[config.mk]
export PLATFORM = sky130hd
export DESIGN_NAME = sram_arbiter_flat
export DESIGN_NICKNAME = d
export VERILOG_FILES = /design/src/rtl/sram_arbiter_pkg.sv /design/src/rtl/sram_arbiter_if.sv /design/src/rtl/sram_arb_pick.sv /design/src/rtl/sram_arbiter.sv /design/src/flat_wrapper.sv
export SDC_FILE = /design/constraint.sdc
export NUM_CORES = 1
export LEC_CHECK = 0
export CAP_MARGIN = 20
export CORE_ASPECT_RATIO = 0.8
export CORE_MARGIN = 3
export CORE_UTILIZATION = 35
export CTS_BUF_LIST = sky130_fd_sc_hd__clkbuf_4
export DETAILED_ROUTE_END_ITERATION = 10
export MAX_ROUTING_LAYER = met4
export PLACE_DENSITY = 0.72
export SLEW_MARGIN = 20
export SYNTH_ARGS = -nofsm -noshare
export SYNTH_HDL_FRONTEND = slang
export SYNTH_SLANG_ARGS = --single-unit
[constraint.sdc]
create_clock -name clk_chipset -period 1.9 [get_ports clk_chipset]
set_input_delay 0.38 -clock clk_chipset [delete_from_list [all_inputs] [get_ports clk_chipset]]
set_output_delay 0.38 -clock clk_chipset [all_outputs]
set_load 0.05 [all_outputs]
[src/rtl/sram_arbiter_pkg.sv]
// Shared definitions for the SRAM arbiter: bus widths, access-FSM state
// encoding and requester identifiers.
package sram_arbiter_pkg;

  localparam int SRAM_ADDR_W = 21;
  localparam int SRAM_DATA_W = 8;

  typedef enum logic [2:0] {
    IDLE      = 3'd0,
    RD        = 3'd1,
    WR_SETUP  = 3'd2,
    WR_STROBE = 3'd3,
    WR_HOLD   = 3'd4
  } state_t;

  typedef enum logic {
    REQ_CPU = 1'b0,
    REQ_VID = 1'b1
  } req_id_t;

endpackage

[src/rtl/sram_arbiter_if.sv]
// Bundle of the CPU, video and SRAM-pin signals around the arbiter.
// slave = arbiter side, master = requesters plus the SRAM/pad side.
interface sram_arbiter_if
  import sram_arbiter_pkg::*;
#(
  parameter int ADDR_W = SRAM_ADDR_W,
  parameter int DATA_W = SRAM_DATA_W
);

  logic              cpu_req;
  logic              cpu_we;
  logic [ADDR_W-1:0] cpu_addr;
  logic [DATA_W-1:0] cpu_wdata;
  logic [DATA_W-1:0] cpu_rdata;
  logic              cpu_ack;

  logic              vid_req;
  logic [ADDR_W-1:0] vid_addr;
  logic [DATA_W-1:0] vid_rdata;
  logic              vid_ack;

  logic [ADDR_W-1:0] sram_addr;
  logic [DATA_W-1:0] sram_dout;
  logic              sram_doe;
  logic [DATA_W-1:0] sram_din;
  logic              sram_we_n;

  logic              busy;

  modport slave (
    input  cpu_req, cpu_we, cpu_addr, cpu_wdata,
    output cpu_rdata, cpu_ack,
    input  vid_req, vid_addr,
    output vid_rdata, vid_ack,
    output sram_addr, sram_dout, sram_doe, sram_we_n,
    input  sram_din,
    output busy
  );

  modport master (
    output cpu_req, cpu_we, cpu_addr, cpu_wdata,
    input  cpu_rdata, cpu_ack,
    output vid_req, vid_addr,
    input  vid_rdata, vid_ack,
    input  sram_addr, sram_dout, sram_doe, sram_we_n,
    output sram_din,
    input  busy
  );

endinterface

[src/rtl/sram_arb_pick.sv]
// Winner selection for the SRAM arbiter. Video has priority, but after
// MAX_CPU_WAIT consecutive video grants with the CPU pending, the CPU wins.
module sram_arb_pick
  import sram_arbiter_pkg::*;
#(
  parameter int MAX_CPU_WAIT = 4
) (
  input  logic    clk_chipset,
  input  logic    reset_n,
  input  logic    i_cpu_req,
  input  logic    i_vid_req,
  input  logic    i_grant_en,
  output logic    o_grant,
  output req_id_t o_winner
);

  localparam int WAIT_W = $clog2(MAX_CPU_WAIT + 1);
  localparam logic [WAIT_W-1:0] WAIT_MAX = WAIT_W'(MAX_CPU_WAIT);

  logic [WAIT_W-1:0] r_cpu_wait;
  logic              w_cpu_forced;

  // Pick a winner among the pending requests while the FSM can accept one.
  always_comb begin
    w_cpu_forced = i_cpu_req && (r_cpu_wait == WAIT_MAX);
    o_grant      = i_grant_en && (i_cpu_req || i_vid_req);
    o_winner     = REQ_CPU;
    if (i_vid_req && !w_cpu_forced) begin
      o_winner = REQ_VID;
    end
  end

  // Count video grants that overtook a pending CPU; clear on a CPU grant.
  always_ff @(posedge clk_chipset or negedge reset_n) begin
    if (!reset_n) begin
      r_cpu_wait <= '0;
    end else if (o_grant) begin
      if (o_winner == REQ_CPU) begin
        r_cpu_wait <= '0;
      end else if (i_cpu_req && (r_cpu_wait != WAIT_MAX)) begin
        r_cpu_wait <= r_cpu_wait + WAIT_W'(1);
      end
    end
  end

endmodule

[src/rtl/sram_arbiter.sv]
// Access FSM that owns the asynchronous SRAM pins and serves the CPU and
// video requesters with fixed, parameterised strobe timing.
//
//   state     | meaning
//   ----------+-----------------------------------------------------------
//   IDLE      | no access; grants a request unless an ack is being shown
//   RD        | read address held ACCESS_CYCLES cycles, sample on the last
//   WR_SETUP  | address/data driven, WE_n still high
//   WR_STROBE | WE_n low for ACCESS_CYCLES cycles
//   WR_HOLD   | WE_n high, data still driven, cpu_ack shown
module sram_arbiter
  import sram_arbiter_pkg::*;
#(
  parameter int ADDR_W        = SRAM_ADDR_W,
  parameter int DATA_W        = SRAM_DATA_W,
  parameter int ACCESS_CYCLES = 2,
  parameter int MAX_CPU_WAIT  = 4
) (
  input  logic           clk_chipset,
  input  logic           reset_n,
  sram_arbiter_if.slave  bus
);

  localparam int CNT_W = $clog2(ACCESS_CYCLES + 1);
  localparam logic [CNT_W-1:0] CNT_LOAD = CNT_W'(ACCESS_CYCLES);
  localparam logic [CNT_W-1:0] CNT_LAST = CNT_W'(1);

  state_t            r_state, w_state_nxt;
  req_id_t           r_owner, w_owner_nxt;
  logic [CNT_W-1:0]  r_cnt, w_cnt_nxt;
  logic [ADDR_W-1:0] r_addr, w_addr_nxt;
  logic [DATA_W-1:0] r_dout, w_dout_nxt;
  logic              r_doe, w_doe_nxt;
  logic              r_we_n, w_we_n_nxt;
  logic [DATA_W-1:0] r_cpu_rdata, w_cpu_rdata_nxt;
  logic [DATA_W-1:0] r_vid_rdata, w_vid_rdata_nxt;
  logic              r_cpu_ack, w_cpu_ack_nxt;
  logic              r_vid_ack, w_vid_ack_nxt;
  logic              r_busy, w_busy_nxt;

  logic              w_grant_en;
  logic              w_grant;
  req_id_t           w_winner;

  // A request seen during an ack cycle is the one just served; the
  // requester only gets to drop it in the following cycle.
  assign w_grant_en = (r_state == IDLE) && !r_cpu_ack && !r_vid_ack;

  sram_arb_pick #(
    .MAX_CPU_WAIT (MAX_CPU_WAIT)
  ) u_pick (
    .clk_chipset (clk_chipset),
    .reset_n     (reset_n),
    .i_cpu_req   (bus.cpu_req),
    .i_vid_req   (bus.vid_req),
    .i_grant_en  (w_grant_en),
    .o_grant     (w_grant),
    .o_winner    (w_winner)
  );

  // Next-state and next-output decode for the access FSM.
  always_comb begin
    w_state_nxt     = r_state;
    w_owner_nxt     = r_owner;
    w_cnt_nxt       = r_cnt;
    w_addr_nxt      = r_addr;
    w_dout_nxt      = r_dout;
    w_doe_nxt       = r_doe;
    w_we_n_nxt      = r_we_n;
    w_cpu_rdata_nxt = r_cpu_rdata;
    w_vid_rdata_nxt = r_vid_rdata;
    w_cpu_ack_nxt   = 1'b0;
    w_vid_ack_nxt   = 1'b0;

    case (r_state)
      IDLE: begin
        if (w_grant) begin
          w_owner_nxt = w_winner;
          w_cnt_nxt   = CNT_LOAD;
          if (w_winner == REQ_VID) begin
            w_addr_nxt  = bus.vid_addr;
            w_state_nxt = RD;
          end else begin
            w_addr_nxt = bus.cpu_addr;
            if (bus.cpu_we) begin
              w_dout_nxt  = bus.cpu_wdata;
              w_doe_nxt   = 1'b1;
              w_state_nxt = WR_SETUP;
            end else begin
              w_state_nxt = RD;
            end
          end
        end
      end

      RD: begin
        if (r_cnt == CNT_LAST) begin
          if (r_owner == REQ_VID) begin
            w_vid_rdata_nxt = bus.sram_din;
            w_vid_ack_nxt   = 1'b1;
          end else begin
            w_cpu_rdata_nxt = bus.sram_din;
            w_cpu_ack_nxt   = 1'b1;
          end
          w_state_nxt = IDLE;
        end else begin
          w_cnt_nxt = r_cnt - CNT_W'(1);
        end
      end

      WR_SETUP: begin
        w_we_n_nxt  = 1'b0;
        w_state_nxt = WR_STROBE;
      end

      WR_STROBE: begin
        if (r_cnt == CNT_LAST) begin
          w_we_n_nxt    = 1'b1;
          w_cpu_ack_nxt = 1'b1;
          w_state_nxt   = WR_HOLD;
        end else begin
          w_cnt_nxt = r_cnt - CNT_W'(1);
        end
      end

      WR_HOLD: begin
        w_doe_nxt   = 1'b0;
        w_state_nxt = IDLE;
      end

      default: begin
        w_we_n_nxt  = 1'b1;
        w_doe_nxt   = 1'b0;
        w_state_nxt = IDLE;
      end
    endcase

    w_busy_nxt = (w_state_nxt != IDLE);
  end

  // State and output registers; reset parks the pins in a safe idle state.
  always_ff @(posedge clk_chipset or negedge reset_n) begin
    if (!reset_n) begin
      r_state     <= IDLE;
      r_owner     <= REQ_CPU;
      r_cnt       <= '0;
      r_addr      <= '0;
      r_dout      <= '0;
      r_doe       <= 1'b0;
      r_we_n      <= 1'b1;
      r_cpu_rdata <= '0;
      r_vid_rdata <= '0;
      r_cpu_ack   <= 1'b0;
      r_vid_ack   <= 1'b0;
      r_busy      <= 1'b0;
    end else begin
      r_state     <= w_state_nxt;
      r_owner     <= w_owner_nxt;
      r_cnt       <= w_cnt_nxt;
      r_addr      <= w_addr_nxt;
      r_dout      <= w_dout_nxt;
      r_doe       <= w_doe_nxt;
      r_we_n      <= w_we_n_nxt;
      r_cpu_rdata <= w_cpu_rdata_nxt;
      r_vid_rdata <= w_vid_rdata_nxt;
      r_cpu_ack   <= w_cpu_ack_nxt;
      r_vid_ack   <= w_vid_ack_nxt;
      r_busy      <= w_busy_nxt;
    end
  end

  assign bus.sram_addr = r_addr;
  assign bus.sram_dout = r_dout;
  assign bus.sram_doe  = r_doe;
  assign bus.sram_we_n = r_we_n;
  assign bus.cpu_rdata = r_cpu_rdata;
  assign bus.vid_rdata = r_vid_rdata;
  assign bus.cpu_ack   = r_cpu_ack;
  assign bus.vid_ack   = r_vid_ack;
  assign bus.busy      = r_busy;

endmodule

[src/flat_wrapper.sv]
// flat-port wrapper written by rule: the top's interface ports become plain ports
module sram_arbiter_flat import sram_arbiter_pkg::*;
#(
  parameter int ADDR_W        = SRAM_ADDR_W,
  parameter int DATA_W        = SRAM_DATA_W,
  parameter int ACCESS_CYCLES = 2,
  parameter int MAX_CPU_WAIT  = 4
)
  (clk_chipset, reset_n, bus_cpu_req, bus_cpu_we, bus_cpu_addr, bus_cpu_wdata, bus_cpu_rdata, bus_cpu_ack, bus_vid_req, bus_vid_addr, bus_vid_rdata, bus_vid_ack, bus_sram_addr, bus_sram_dout, bus_sram_doe, bus_sram_we_n, bus_sram_din, bus_busy);
  sram_arbiter_if #(.ADDR_W(ADDR_W), .DATA_W(DATA_W)) bus_i ();
  input  logic clk_chipset;
  input  logic reset_n;
  input wire logic [$bits(bus_i.cpu_req)-1:0] bus_cpu_req;
  input wire logic [$bits(bus_i.cpu_we)-1:0] bus_cpu_we;
  input wire logic [$bits(bus_i.cpu_addr)-1:0] bus_cpu_addr;
  input wire logic [$bits(bus_i.cpu_wdata)-1:0] bus_cpu_wdata;
  output wire logic [$bits(bus_i.cpu_rdata)-1:0] bus_cpu_rdata;
  output wire logic [$bits(bus_i.cpu_ack)-1:0] bus_cpu_ack;
  input wire logic [$bits(bus_i.vid_req)-1:0] bus_vid_req;
  input wire logic [$bits(bus_i.vid_addr)-1:0] bus_vid_addr;
  output wire logic [$bits(bus_i.vid_rdata)-1:0] bus_vid_rdata;
  output wire logic [$bits(bus_i.vid_ack)-1:0] bus_vid_ack;
  output wire logic [$bits(bus_i.sram_addr)-1:0] bus_sram_addr;
  output wire logic [$bits(bus_i.sram_dout)-1:0] bus_sram_dout;
  output wire logic [$bits(bus_i.sram_doe)-1:0] bus_sram_doe;
  output wire logic [$bits(bus_i.sram_we_n)-1:0] bus_sram_we_n;
  input wire logic [$bits(bus_i.sram_din)-1:0] bus_sram_din;
  output wire logic [$bits(bus_i.busy)-1:0] bus_busy;
  assign bus_i.cpu_req = bus_cpu_req;
  assign bus_i.cpu_we = bus_cpu_we;
  assign bus_i.cpu_addr = bus_cpu_addr;
  assign bus_i.cpu_wdata = bus_cpu_wdata;
  assign bus_cpu_rdata = bus_i.cpu_rdata;
  assign bus_cpu_ack = bus_i.cpu_ack;
  assign bus_i.vid_req = bus_vid_req;
  assign bus_i.vid_addr = bus_vid_addr;
  assign bus_vid_rdata = bus_i.vid_rdata;
  assign bus_vid_ack = bus_i.vid_ack;
  assign bus_sram_addr = bus_i.sram_addr;
  assign bus_sram_dout = bus_i.sram_dout;
  assign bus_sram_doe = bus_i.sram_doe;
  assign bus_sram_we_n = bus_i.sram_we_n;
  assign bus_i.sram_din = bus_sram_din;
  assign bus_busy = bus_i.busy;
  sram_arbiter #(.ADDR_W(ADDR_W), .DATA_W(DATA_W), .ACCESS_CYCLES(ACCESS_CYCLES), .MAX_CPU_WAIT(MAX_CPU_WAIT)) u_core (.clk_chipset(clk_chipset), .reset_n(reset_n), .bus(bus_i));
endmodule
==> results of run 1 <==
-- timing repair --
action,CTS,global route
resized for setup,38,1
endpoints found under the setup margin,38,8
setup buffers,0,1
hold buffers,1,0
pin swaps,0,2
hold endpoints to repair,58,0
-- tightest hold or removal path, stage by stage (launching register included) --
cell and delay [ps]:
dfrtp_1 350, nand2_1 40, o21ai_0 60
-- path summary, 6_finish.rpt --
path,start,to,slack (ps),cells past startpoint
min in group asynchronous,reset_n,u_core.bus.busy$_DFF_PN0_,520,3
max in group asynchronous,reset_n,u_core.bus.sram_we_n$_DFFE_PN1P_,1060,3
min reg2reg,u_core.bus.sram_addr[14]$_DFFE_PN0P_,u_core.bus.sram_addr[14]$_DFFE_PN0P_,480,2
max,u_core.bus.vid_ack$_DFF_PN0_,u_core.bus.sram_dout[6]$_DFFE_PN0P_,100,5
min,u_core.bus.sram_addr[14]$_DFFE_PN0P_,u_core.bus.sram_addr[14]$_DFFE_PN0P_,480,2
max reg2reg,u_core.bus.vid_ack$_DFF_PN0_,u_core.bus.sram_dout[6]$_DFFE_PN0P_,100,5
-- routing by layer --
metal	global-route usage [%]	part of all wire [%]	wire, microns
met1	19.4	45	2650
met2	22.1	46	2700
met3	6.80	8.8	519
met4	3.59	0.58	34
met5	-	0	0
-- cells by family (layout without fill, tap and decap cells) --
group	Yosys count	in the layout
buffers and inverters	17	149
adders and majority gates	3	3
and+or+nand+nor	45	45
AOI/OAI and AO/OA	37	37
DFF	59	59
muxes	46	46
-- layout make-up --
type / instances / area, sq um
Fill cell: 616 / 3050
Sequential cell: 59 / 1480
Timing Repair Buffer: 125 / 1150
Multi-Input combinational cell: 131 / 985
Tap cell: 87 / 109
Clock inverter: 6 / 80.1
Clock buffer: 10 / 75.1
Inverter: 8 / 30.0
-- per-stage QoR --
stage          hold WS, ps  instances  setup TNS, ps  total power, mW
2_1_floorplan         84.4        207              0             5.01
3_3_place_gp           411        408          -1150             6.42
3_5_place_dp           416        408          -2690             6.51
4_1_cts                488        425              0             7.23
5_1_grt                510        426              0             7.58
6_report               482        426              0             7.13
-- state kept, by name (all words and copies together) (netlist names) --
register	count
u_core.bus.vid_ack	1
u_core.r_state	3
u_core.bus.cpu_rdata	8
u_core.r_cnt	2
u_core.bus.cpu_ack	1
u_core.bus.sram_doe	1
u_core.r_owner	1
u_core.u_pick.r_cpu_wait	3
u_core.bus.vid_rdata	8
u_core.bus.sram_we_n	1
u_core.bus.busy	1
u_core.bus.sram_dout	8
u_core.bus.sram_addr	21
-- placed cells by master, fill, tap and decap left out, types with 2 or more instances in the layout --
cell             Yosys  routed
clkbuf_4             0      10
bufinv_16            0       2
o21ai_0             27      27
clkdlybuf4s50_1      0      61
inv_1                8       8
mux2_4               8       8
mux2i_1             21      21
dfrtp_1             58      58
dlygate4sd2_1        0      38
a21oi_1              4       4
nand3_1              4       4
clkinv_1             0       2
buf_4                0      22
mux2_2              17      17
nor2_1               6       6
nand2b_1             2       2
nand2_1             26      26
ha_1                 3       3
-- report_power, final --
part	internal, mW	leakage [nW]	switching, mW	total [mW]
Sequential	1.86	0.719	0.316	2.17
Clock	0.538	0.0815	0.442	0.980
Combinational	1.28	1.09	2.69	3.97
==> summary.md, run 1 <==
| Metric | Value |
|---|---|
| Critical path data required time | `~2200 ps` |
| Worst Setup End Kind | `flop` |
| FP Rows | `27` |
| DR iter-0 viols | `between 40 and 50` |
| Max_cap viols | `0` |
| Post-route ant nets | `0` |
| CTS Buf Count | `9` |
| Via/cell ratio | `about 4.6` |
| Nets | `400` |
| Fmax | `about 560 MHz` |
| Share of the synthesized area in the top cell type | `a little under three fifths` |
| Leak | `roughly 1.9 nW` |
| Via count | `between 1500 and 2000` |
| Final Util | `between 50% and 60%` |
| Power Dens Cells | `approximately 1800 nW/um^2` |
| Distinct cells, synth | `29` |
| Synth Net Count | `around 270` |
| Final setup viols | `0` |
| Sequential area share after synthesis | `58.2%` |
| Post-Route WL | `5.91 mm` |
| Post-route setup slack | `roughly 100 ps` |
| Bufs on Longest Clock Path | `2` |
| CP Max Fanout | `10` |
| Simple-gate share of the synthesized area | `slightly below 9%` |
| IO Count | `113` |
| Slowest cell on the critical path | `dfrtp_1` |
| Tot GR Track Use | `15.1%` |
| Fraction of registers with async set/reset | `100%` |
| Layout cell share with drive strength beyond 1 | `around a fifth` |
| Final hold violation count | `0` |
| Core Area | `~7000 sq um` |
| Main combinational cell family by area after synthesis | `multiplexers` |
| Vias in the first global route | `1976` |
| Initial antenna violation count | `0` |
| Top cells by area, synth | `dfrtp_1 (57%), mux2i_1 (8.3%), mux2_2 (7.5%)` |
| Starting density of the core | `36.5%` |
| Yosys warnings | `0` |
| Buffers on Ports | `about 110` |
| Die area | `just over 8000 sq um` |
| Synth top cells by count | `dfrtp_1 (58), o21ai_0 (27), nand2_1 (26)` |
| Slew HR | `between 60% and 70%` |
| Yosys top cell by area | `dfrtp_1` |
| Worst clock skew | `between 10 and 15 ps` |
| H-tree Lvls | `3` |
| ANT cells | `0` |
| Critical-path cell list | `nor3_4, o211ai_1, or3b_1, buf_6, mux2_4` |
| Fin area | `around 3900 sq um` |
| Dpl cell area | `approximately 3800 sq um` |
| Routed len/inst | `between 10 and 15 microns` |
| Adder-cell share of the synthesized area | `1.48%` |
| Status | `finished, final reports clean` |
| CP Class | `flop to flop` |
| HPWL Detailed | `~4.3 mm` |
| Largest net degree at the start of global routing | `60` |
| Syn_area_per_cell | `12.3 sq um` |
| CTS Root Cell | `clkbuf_4` |
| Post-route clock period utilization | `between 90% and 100%` |
| Syn-to-layout area delta | `54.1%` |
| Place WS | `-210 ps` |
| Unrepaired setup endpoints after global routing | `false` |
| Post-Syn Area | `between 2000 and 3000 sq um` |
| Startpoint Class | `flop` |
| Gp weighted congestion | `between 0.7 and 0.8` |
| # DRC | `0` |
| Final Max Tran Viols | `0` |
| Critical path's top delay family | `simple AND/OR/NAND/NOR gates` |
| Post-synth EDFFs | `0` |
| Die span in x | `101 microns` |
| CTS sink cnt | `between 50 and 60` |
| Clock transition at path regs | `about 100 ps` |
| Flops & latches, synth | `approximately 60` |
| Mux contribution to synthesized area | `approximately a fifth` |
| CP bufs+invs | `1` |
| Cells after Synth | `between 200 and 250` |
| CP peak stage delay | `around 420 ps` |
| Skew-Pair Late Insertion Delay | `between 300 and 400 ps` |
| Overflow after GRT | `0` |
| Tightest Pin Transition | `506 ps` |
| First-pass GRT wire length | `~9.5 mm` |
| First-pass DRT Iterations | `4` |
| Min Clock Period, post-route | `1800 ps` |
| Top-count cell post-synth | `dfrtp_1` |
| Synth Area in Compound Gates | `~7.9%` |
| Post-Synth XOR/XNOR Area | `0%` |
| Maximum VDD drop | `0.000845 V` |
| CTS tree | `done` |
| Ys flop type | `dfrtp_1` |
| Worst Hold Class | `flop to flop` |
| Worst EP arrival | `approximately 2100 ps` |
| Die Height | `about 80 microns` |
Power figures use the tool's default switching activity.
==> inputs of run 2 (changes only) <==
- CORE_UTILIZATION: 35 -> 37
- PLACE_DENSITY: 0.72 -> 0.75
==> summary.md, run 2 (same netlist as run 1, synthesis figures left out) <==
| Metric | Value |
|---|---|
| Overflow after GRT | `0 (unchanged)` |
| Worst Hold Class | `input pin to async pin` |
| Tightest Pin Transition | `519 ps (+13.1 ps)` |
| Post-Route WL | `5.95 mm (+0.64%)` |
| Fmax | `559 MHz (+0.45%)` |
| Max_cap viols | `0 (unchanged)` |
| Critical path launch point | `u_core.u_pick.r_cpu_wait[0]$_DFFE_PN0P_` |
| Tot GR Track Use | `16.1% (+0.99 points)` |
| Skew-Pair Late Insertion Delay | `380 ps (about the same)` |
| DR iter-0 viols | `59 (+34%)` |
| Nets | `400 (unchanged)` |
| First-pass GRT wire length | `9.67 mm (+1.8%)` |
| Max FFs per register | `21 (unchanged)` |
| Buffers on Ports | `112 (unchanged)` |
| R2R setup slack | `110 ps (about the same)` |
| Post-route setup slack | `113 ps (+7.98 ps)` |
| CTS tree | `done` |
| Worst Setup End Kind | `flop` |
| Leading cell type in the layout, fill and taps excluded | `clkdlybuf4s50_1` |
| Clock transition at path regs | `100 ps (about the same)` |
| Die Height | `80.1 microns (-2.5%)` |
| CTS sink cnt | `59 (unchanged)` |
| HPWL Detailed | `4.47 mm (+3.9%)` |
| Post-Route Setup TNS | `0 ps (unchanged)` |
| Routed len/inst | `14.1 microns (+1.8%)` |
| Syn-to-layout area delta | `52.3%` |
| R2R Path Start | `u_core.u_pick.r_cpu_wait[0]$_DFFE_PN0P_` |
| Final hold violation count | `0 (unchanged)` |
| Startpoint Class | `flop` |
| Via count | `1999 (+1.3%)` |
| Worst EP arrival | `2050 ps (-30 ps)` |
| CP Class | `flop to flop` |
| Worst clock skew | `12.4 ps (-2.44 ps)` |
| Bufs on Longest Clock Path | `2 (unchanged)` |
| Initial antenna violation count | `0 (unchanged)` |
| Min Clock Period, post-route | `1790 ps (-7.97 ps)` |
| Starting density of the core | `39.0% (+2.5 points)` |
| IO Count | `113 (unchanged)` |
| FP Rows | `26 (-3.7%)` |
| Status | `finished, final reports clean` |
| Slew HR | `65.5% (-0.87 points)` |
| Core Area | `6510 sq um (-6.5%)` |
| Largest net degree at the start of global routing | `47 (-22%)` |
| Die span in x | `98.6 microns (-2.6%)` |
| First-pass DRT Iterations | `4 (unchanged)` |
| Post-route ant nets | `0 (unchanged)` |
| CP Max Fanout | `10 (unchanged)` |
| Power Dens Cells | `1800 nW/um^2 (-1.3%)` |
| Maximum VDD drop | `0.000817 V (-3.3%)` |
| H-tree Lvls | `3 (unchanged)` |
| Post-route clock period utilization | `94.1% (-0.42 points)` |
| Unrepaired setup endpoints after global routing | `false` |
| Final setup viols | `0 (unchanged)` |
| Place WS | `-187 ps (+22.7 ps)` |
| Gp weighted congestion | `0.804 (+4.2%)` |
| ANT cells | `0 (unchanged)` |
| Via/cell ratio | `4.75 (+2.5%)` |
| Critical path data required time | `2160 ps (-20 ps)` |
| Commonest non-fill, non-tap cells in the layout | `clkdlybuf4s50_1 (61), dfrtp_1 (58), dlygate4sd2_1 (37), o21ai_0 (27), nand2_1 (26)` |
| Leak | `1.87 nW (-1.0%)` |
| CTS Root Cell | `clkbuf_4` |
| # DRC | `0 (unchanged)` |
| Final Max Tran Viols | `0 (unchanged)` |
| Layout cell share with drive strength beyond 1 | `19.9% (-0.47 points)` |
| Vias in the first global route | `1975 (-0.051%)` |
| CTS Buf Count | `9 (unchanged)` |
| Die area | `7890 sq um (-5.1%)` |
-- run 2: cell count changes in the layout (fill, tap and decap cells not counted) --
cell | before | now
bufinv_16 | 2 | 1
dlygate4sd2_1 | 38 | 37
clkinv_1 | 2 | 3
clkinvlp_4 | 1 | 0
clkbuf_4 | 10 | 9
buf_4 | 22 | 23
-- run 2: per-layer routing --
metal | wire length (microns) | GRT usage, % | up-vias | share of wire [%]
li1 | - | - | 971 | -
met1 | 2720 | 20.3 | 944 | 46
met2 | 2730 | 24.0 | 78 | 46
met3 | 430 | 7.29 | 6 | 7.2
met4 | 63 | 3.82 | 0 | 1.1
met5 | 0 | - | - | 0
-- run 2: cell type report --
| type | count | area [sq um] |
|---|---|---|
| clock buffers | 9 | 67.6 |
| clock inverters | 5 | 46.3 |
| fillers | 574 | 2640 |
| inverters | 8 | 30.0 |
| multi-input cells | 131 | 985 |
| flip-flops and latches | 59 | 1480 |
| well taps | 84 | 105 |
| repair buffers | 125 | 1150 |
-- run 2: critical path, stage by stage, from the launching register on --
cell	delay, ps
dfrtp_1	390
inv_1	80
ha_1	180
nand3_1	100
nand2_1	90
or3b_1	360
buf_6	170
mux2_4	310
-- run 2: timing repair --
action,in CTS,in global routing
gates resized for setup,37,1
hold buffers,1,0
hold endpoints to repair,15,0
endpoints found under the setup margin,37,5
setup buffers,0,0
-- run 2: worst paths after layout --
check                      depth (start not counted)                              endpoint
min                                                2   u_core.bus.cpu_rdata[6]$_DFFE_PN0P_
min in group clk_chipset                           2  u_core.bus.sram_addr[15]$_DFFE_PN0P_
max reg2reg                                        7   u_core.bus.sram_dout[1]$_DFFE_PN0P_
max                                                7   u_core.bus.sram_dout[1]$_DFFE_PN0P_
max in group asynchronous                          3  u_core.bus.sram_addr[20]$_DFFE_PN0P_
min reg2reg                                        2  u_core.bus.sram_addr[15]$_DFFE_PN0P_
-- run 2: where the power goes --
part	internal (mW)	leakage, nW	switching (mW)	total, mW
clock network	0.373	0.0642	0.413	0.786
registers	1.86	0.719	0.318	2.18
logic	1.28	1.09	2.71	3.99
-- run 2: through the flow --
step	power [mW]	util [%]	hold slack [ps]	cell area, sq um	cells
2_1_floorplan	5.01	-	84.4	2540	207
3_3_place_gp	6.42	58.2	356	3780	406
3_5_place_dp	6.52	58.2	354	3780	406
4_1_cts	7.04	59.3	459	3860	421
5_1_grt	7.40	59.4	484	3860	421
6_report	6.95	59.4	478	3860	421
